[src/rtl/serial_arith_pkg.sv]
// +-----------------------------------------------------------------------+
// | serial_arith_pkg: shared state encoding and default width.  Rev 1.0   |
// +-----------------------------------------------------------------------+
`default_nettype none

package serial_arith_pkg;
  localparam int DEFAULT_WIDTH = 8;

  typedef enum logic [1:0] {
    IDLE = 2'd0,
    RUN  = 2'd1,
    DONE = 2'd2
  } state_t;
endpackage

`default_nettype wire

[src/rtl/serial_add_unit_if.sv]
// +-----------------------------------------------------------------------+
// | serial_add_unit_if: request/result bundle of the serial adder. Rev 1.0|
// +-----------------------------------------------------------------------+
`default_nettype none

interface serial_add_unit_if #(
  parameter int WIDTH = serial_arith_pkg::DEFAULT_WIDTH
);
  logic             i_start;
  logic [WIDTH-1:0] i_diff;
  logic [WIDTH-1:0] i_sub;
  logic             o_busy;
  logic             o_done;
  logic [WIDTH-1:0] o_sum;
  logic             o_carry;

  modport master (
    output i_start, i_diff, i_sub,
    input  o_busy, o_done, o_sum, o_carry
  );

  modport slave (
    input  i_start, i_diff, i_sub,
    output o_busy, o_done, o_sum, o_carry
  );
endinterface

`default_nettype wire

[src/rtl/full_add_bit.sv]
// +-----------------------------------------------------------------------+
// | full_add_bit: one-bit full adder from two half adders and an OR.      |
// | Rev 1.0                                                               |
// +-----------------------------------------------------------------------+
`default_nettype none

module full_add_bit (
  input  wire logic i_a,
  input  wire logic i_b,
  input  wire logic i_cin,
  output logic      o_sum,
  output logic      o_cout
);
  logic w_hs1_sum;
  logic w_hs1_carry;
  logic w_hs2_carry;

  assign w_hs1_sum   = i_a ^ i_b;
  assign w_hs1_carry = i_a & i_b;
  assign o_sum       = w_hs1_sum ^ i_cin;
  assign w_hs2_carry = w_hs1_sum & i_cin;
  assign o_cout      = w_hs1_carry | w_hs2_carry;
endmodule

`default_nettype wire

[src/rtl/serial_add_unit.sv]
// +-----------------------------------------------------------------------+
// | serial_add_unit: bit-serial LSB-first adder, a = diff + sub.  Rev 1.0 |
// +-----------------------------------------------------------------------+
`default_nettype none

module serial_add_unit
  import serial_arith_pkg::*;
#(
  parameter int WIDTH = DEFAULT_WIDTH
) (
  input  wire logic         i_clk,
  input  wire logic         i_rst,
  serial_add_unit_if.slave  bus
);
  localparam int CNT_W = $clog2(WIDTH);
  localparam logic [CNT_W-1:0] C_LAST = CNT_W'(WIDTH - 1);

  state_t             state_q, state_d;
  logic [WIDTH-1:0]   a_q, a_d;
  logic [WIDTH-1:0]   b_q, b_d;
  logic [WIDTH-1:0]   r_q, r_d;
  logic [WIDTH-1:0]   sum_q, sum_d;
  logic [CNT_W-1:0]   cnt_q, cnt_d;
  logic               c_q, c_d;
  logic               carry_q, carry_d;
  logic               busy_q, busy_d;
  logic               done_q, done_d;
  logic               w_bit_sum;
  logic               w_bit_cout;

  full_add_bit u_bit_slice (
    .i_a    (a_q[0]),
    .i_b    (b_q[0]),
    .i_cin  (c_q),
    .o_sum  (w_bit_sum),
    .o_cout (w_bit_cout)
  );

  always_comb begin
    state_d = state_q;
    a_d     = a_q;
    b_d     = b_q;
    r_d     = r_q;
    sum_d   = sum_q;
    cnt_d   = cnt_q;
    c_d     = c_q;
    carry_d = carry_q;
    busy_d  = busy_q;
    done_d  = 1'b0;
    case (state_q)
      IDLE: begin
        if (bus.i_start) begin
          a_d     = bus.i_diff;
          b_d     = bus.i_sub;
          c_d     = 1'b0;
          cnt_d   = '0;
          busy_d  = 1'b1;
          state_d = RUN;
        end
      end
      RUN: begin
        c_d   = w_bit_cout;
        r_d   = {w_bit_sum, r_q[WIDTH-1:1]};
        a_d   = a_q >> 1;
        b_d   = b_q >> 1;
        cnt_d = cnt_q + CNT_W'(1);
        // Result registers load only here, so they stay steady throughout RUN.
        if (cnt_q == C_LAST) begin
          sum_d   = {w_bit_sum, r_q[WIDTH-1:1]};
          carry_d = w_bit_cout;
          done_d  = 1'b1;
          state_d = DONE;
        end
      end
      DONE: begin
        busy_d  = 1'b0;
        state_d = IDLE;
      end
      default: begin
        busy_d  = 1'b0;
        state_d = IDLE;
      end
    endcase
  end

  always_ff @(posedge i_clk) begin
    if (i_rst) begin
      state_q <= IDLE;
      a_q     <= '0;
      b_q     <= '0;
      r_q     <= '0;
      sum_q   <= '0;
      cnt_q   <= '0;
      c_q     <= 1'b0;
      carry_q <= 1'b0;
      busy_q  <= 1'b0;
      done_q  <= 1'b0;
    end else begin
      state_q <= state_d;
      a_q     <= a_d;
      b_q     <= b_d;
      r_q     <= r_d;
      sum_q   <= sum_d;
      cnt_q   <= cnt_d;
      c_q     <= c_d;
      carry_q <= carry_d;
      busy_q  <= busy_d;
      done_q  <= done_d;
    end
  end

  assign bus.o_busy  = busy_q;
  assign bus.o_done  = done_q;
  assign bus.o_sum   = sum_q;
  assign bus.o_carry = carry_q;
endmodule

`default_nettype wire
[src/flat_wrapper.sv]
// flat-port wrapper written by rule: the top's interface ports become plain ports
module serial_add_unit_flat import serial_arith_pkg::*;
#(
  parameter int WIDTH = DEFAULT_WIDTH
)
  (i_clk, i_rst, bus_i_start, bus_i_diff, bus_i_sub, bus_o_busy, bus_o_done, bus_o_sum, bus_o_carry);
  serial_add_unit_if #(.WIDTH(WIDTH)) bus_i ();
  input  wire logic i_clk;
  input  wire logic i_rst;
  input wire logic [$bits(bus_i.i_start)-1:0] bus_i_start;
  input wire logic [$bits(bus_i.i_diff)-1:0] bus_i_diff;
  input wire logic [$bits(bus_i.i_sub)-1:0] bus_i_sub;
  output wire logic [$bits(bus_i.o_busy)-1:0] bus_o_busy;
  output wire logic [$bits(bus_i.o_done)-1:0] bus_o_done;
  output wire logic [$bits(bus_i.o_sum)-1:0] bus_o_sum;
  output wire logic [$bits(bus_i.o_carry)-1:0] bus_o_carry;
  assign bus_i.i_start = bus_i_start;
  assign bus_i.i_diff = bus_i_diff;
  assign bus_i.i_sub = bus_i_sub;
  assign bus_o_busy = bus_i.o_busy;
  assign bus_o_done = bus_i.o_done;
  assign bus_o_sum = bus_i.o_sum;
  assign bus_o_carry = bus_i.o_carry;
  serial_add_unit #(.WIDTH(WIDTH)) u_core (.i_clk(i_clk), .i_rst(i_rst), .bus(bus_i));
endmodule
[config.mk]
export PLATFORM = sky130hd
export DESIGN_NAME = serial_add_unit_flat
export DESIGN_NICKNAME = d
export VERILOG_FILES = /design/src/rtl/serial_arith_pkg.sv /design/src/rtl/serial_add_unit_if.sv /design/src/rtl/full_add_bit.sv /design/src/rtl/serial_add_unit.sv /design/src/flat_wrapper.sv
export SDC_FILE = /design/constraint.sdc
export NUM_CORES = 1
export LEC_CHECK = 0
export CAP_MARGIN = 30
export CORE_MARGIN = 2
export CORE_UTILIZATION = 33
export CTS_BUF_LIST = sky130_fd_sc_hd__clkbuf_8
export CTS_CLUSTER_SIZE = 8
export DETAILED_ROUTE_END_ITERATION = 7
export PLACE_DENSITY = 0.61
export SETUP_SLACK_MARGIN = 0.5
export SYNTH_ARGS = -nofsm -noshare
export SYNTH_HDL_FRONTEND = slang
export SYNTH_SLANG_ARGS = --single-unit
[constraint.sdc]
create_clock -name i_clk -period 1.9 [get_ports i_clk]
set_input_delay 0.475 -clock i_clk [delete_from_list [all_inputs] [get_ports i_clk]]
set_output_delay 0.475 -clock i_clk [all_outputs]
set_load 0.02 [all_outputs]
==> summary.txt <==
Status
  • Run status: completed

Finish
  • Nets: between 200 and 250
  • Layout cells sized above 1: 0.1990
  • Multi-input logic area: around 760 um^2
  • FF/Latch Area: 802.0 um^2
  • Finished Layout Cells: between 200 and 300
  • Ant diodes: 0
  • Layout area overhead: 28.51%
  • Most frequent cells in the layout: 39 x dfxtp_1, 32 x nand2_1, 21 x nor2_1, 19 x a21oi_1, 18 x clkdlybuf4s50_1
  • Fillers: 503
  • Most common cell after layout, fill and taps aside: dfxtp_1

Timing
  • Fin Clk Skew: 4.918 ps
  • Final Hold Fails: 0
  • Worst-Margin Slew: 325.5 ps
  • Slew margin rel.: 0.7827
  • Min Hold Slack: 454.0 ps
  • Period utilization: 0.7158
  • TNS Setup: 0 ps
  • Endpoints failing setup: 0
  • Final setup margin: 540.0 ps
  • Unrepaired setup endpoints after global routing: true
  • Slew Limit Fails: 0
  • Final min period: about 1400 ps
  • Peak Freq: 735.3 MHz

Drt
  • Routed WL per cell: approximately 11 um
  • DR vias/cell: 4.564
  • Total wire length: 3072 um
  • TritonRoute pass-1 iters: 4
  • DRC Markers: 0
  • Initial drt markers: 73
  • Vias: between 1000 and 1500
  • Remaining antenna violation count: 0

Global route
  • Initial antenna violation count: 0
  • Busiest grt layer: met2
  • Overall Global Routing Usage: 0.1241
  • GRT met1 Usage: 0.1497
  • Largest net degree at the start of global routing: 41
  • Met2 usage: 0.1967
  • Grt total ovfl: 0
  • Vias in the first global route: about 1200
  • First-pass GRT wire length: 5181 um
  • Met3 GRT Util: 0.04472

Place
  • Placed insts: 264
  • PortBufs: 29
  • Final HPWL DP: 2047 um
  • Routability cong.: 0.6761
  • Place WS: 204.8 ps

Worst setup path
  • Cell class contributing the biggest share of worst-path delay: buffers and inverters
  • Buf/Inv on CP: 2
  • Capture point of the worst reg-to-reg path: u_core.bus.o_carry
  • Crit start category: input pin
  • Critical Path RT: roughly 2100 ps
  • Crit path kind: in -> reg
  • R2R setup slack: around 600 ps
  • Max stage delay on crit path: around 500 ps
  • RR Startpoint: u_core.cnt_q[0]
  • Worst Path Arrival: 1560 ps
  • Crit path max fanout: 9
  • Critical path's slowest cell: clkdlybuf4s50_1
  • FF-to-FF path depth: 5
  • CP Capture Type: register
  • Cells along the critical path: clkdlybuf4s50_1, o21ba_4, buf_6, nor2_1, a211oi_1

CTS
  • Reg clk slew, reported paths: 70 ps
  • Num Clock Sinks: 40
  • H-tree lvl count: 2
  • Inserted Clock Buffers: 5
  • Maximum clock path buffer count: 2
  • TritonCTS clock tree: built
  • Clk_lat worst skew: 290 ps
  • Root buf cell: clkbuf_8

Die
  • # IOs: 30
  • Die W: 74.53 um
  • Die area: 5555 um^2
  • DIE HEIGHT: 74.53 um
  • Rows: 25
  • Initial Util: 0.3453
  • Core area: 4755 um^2

Power and ir drop
  • Pwr dens: 794.2 nW/um^2
  • Pleak: 0.7823 nW
  • Sw power: 0.4034 mW
  • Clock power share: 0.342
  • Int Pwr: 1.272 mW
  • Peak supply drop: 0.2315 mV
  • Seq pwr share: 0.538
  • Sw Share: 0.2408
  • Gate power share: 0.120
  • Power consumption: 1.675 mW

Yosys
  • Synth top area cells: dfxtp_1 49%, mux2i_1 8.5%, a211oi_2 7.6%
  • Avg Cell Area, Syn: approximately 9.4 um^2
  • Cell taking the most area after synthesis: dfxtp_1
  • Syn Nets: 196
  • Post-Syn Area: between 1500 and 2000 um^2
  • YS warnings: 0
  • Cell count after synthesis: 174
  • Synth top area share: 0.4878
  • Yosys reg bits: 40
  • Synth cell types: 26
  • Register area share after synthesis: 0.4878

Flow run
  • Maxcap violations: 0

Worst hold path
  • HP Class: reg -> reg
  • Worst hold endpoint: u_core.bus.o_sum[1]
  • Hold path cells: 2
  • Hold Startpoint: u_core.bus.o_sum[1]
-- per-stage QoR --
stage                     instance area [um^2]  utilization
after floorplan                           1642            -
after global placement                    2001       0.4208
after detailed placement                  2001       0.4208
after CTS                                 2122       0.4463
after global routing                      2110       0.4437
final                                     2110       0.4437
-- timing repair --
item                       4_1_cts  5_1_grt
buffers inserted                 1        0
hold buffers                     0        0
setup endpoints to repair       35       17
resized for setup               35        6
-- worst min-delay path: stages, from the launching register on --
cell and delay [ps]:
dfxtp_1 310, nand2_1 50, a21oi_1 50
-- state kept, by name, summed over array words and instances (netlist names) --
| signal | flops |
|---|---|
| u_core.a_q | 8 |
| u_core.cnt_q | 3 |
| u_core.r_q | 7 |
| u_core.bus.o_sum | 8 |
| u_core.c_q | 1 |
| u_core.bus.o_busy | 1 |
| u_core.bus.o_carry | 1 |
| u_core.bus.o_done | 1 |
| u_core.b_q | 8 |
| u_core.state_q | 2 |
-- final cells by class --
class                      count  share of cell area
sequential                    40              0.3802
multi-input combinational    119              0.3606
timing repair buffer          37              0.1720
tap                           67             0.03974
clock buffer                   6             0.03915
clock inverter                 2            0.004745
inverter                       2            0.003559
-- how the worst max path moves through the flow --
stage / start / endpoint / depth (start not counted)
2_1_floorplan: u_core.cnt_q[0] / u_core.bus.o_sum[7] / 6
3_3_place_gp: bus_i_start / u_core.a_q[2] / 5
3_5_place_dp: bus_i_start / u_core.a_q[3] / 5
4_1_cts: u_core.bus.o_sum[7] / bus_o_sum[7] / 1
5_1_grt: bus_i_start / u_core.a_q[3] / 5
6_report: bus_i_start / u_core.a_q[3] / 5
-- cell usage after synthesis --
library cell and count:
and3b_1 1, ha_1 2, buf_4 2, a211oi_1 5, o21ai_0 2, nand2_1 32
buf_1 1, nor2_1 21, nand4_1 2, buf_6 2, o21ba_2 1, inv_1 2
fa_1 1, nor3_1 1, nor2b_1 1, o21bai_1 1, nand2b_1 1, a21oi_1 19
clkbuf_1 1, dfxtp_1 40, mux2i_1 14, a211oi_2 10, a22oi_1 3, a2111oi_2 1
nand3b_1 1, buf_2 7
-- power groups by stage --
stage | clock (mW) | sequential (mW) | combinational (mW)
after detailed placement | 0 | 0.921 | 0.199
after global routing | 0.622 | 0.907 | 0.221
final | 0.573 | 0.902 | 0.200
after CTS | 0.589 | 0.902 | 0.202
after global placement | 0 | 0.921 | 0.196
after floorplan | 0 | 0.913 | 0.134
-- kinds of logic after synthesis --
group                      after synthesis  synth area share
buffers and inverters                   15           0.05335
DFF                                     40            0.4878
and+or+nand+nor                         60            0.1494
muxes                                   14           0.08536
adders and majority gates                3           0.02744
AOI/OAI and AO/OA                       42            0.1966
-- per-layer routing --
layer,share of wire,up-vias
li1,-,656
met1,0.50,567
met2,0.45,17
met3,0.034,6
met4,0.020,0
met5,0,-
Note: power is estimated with default switching activity, not from simulation.
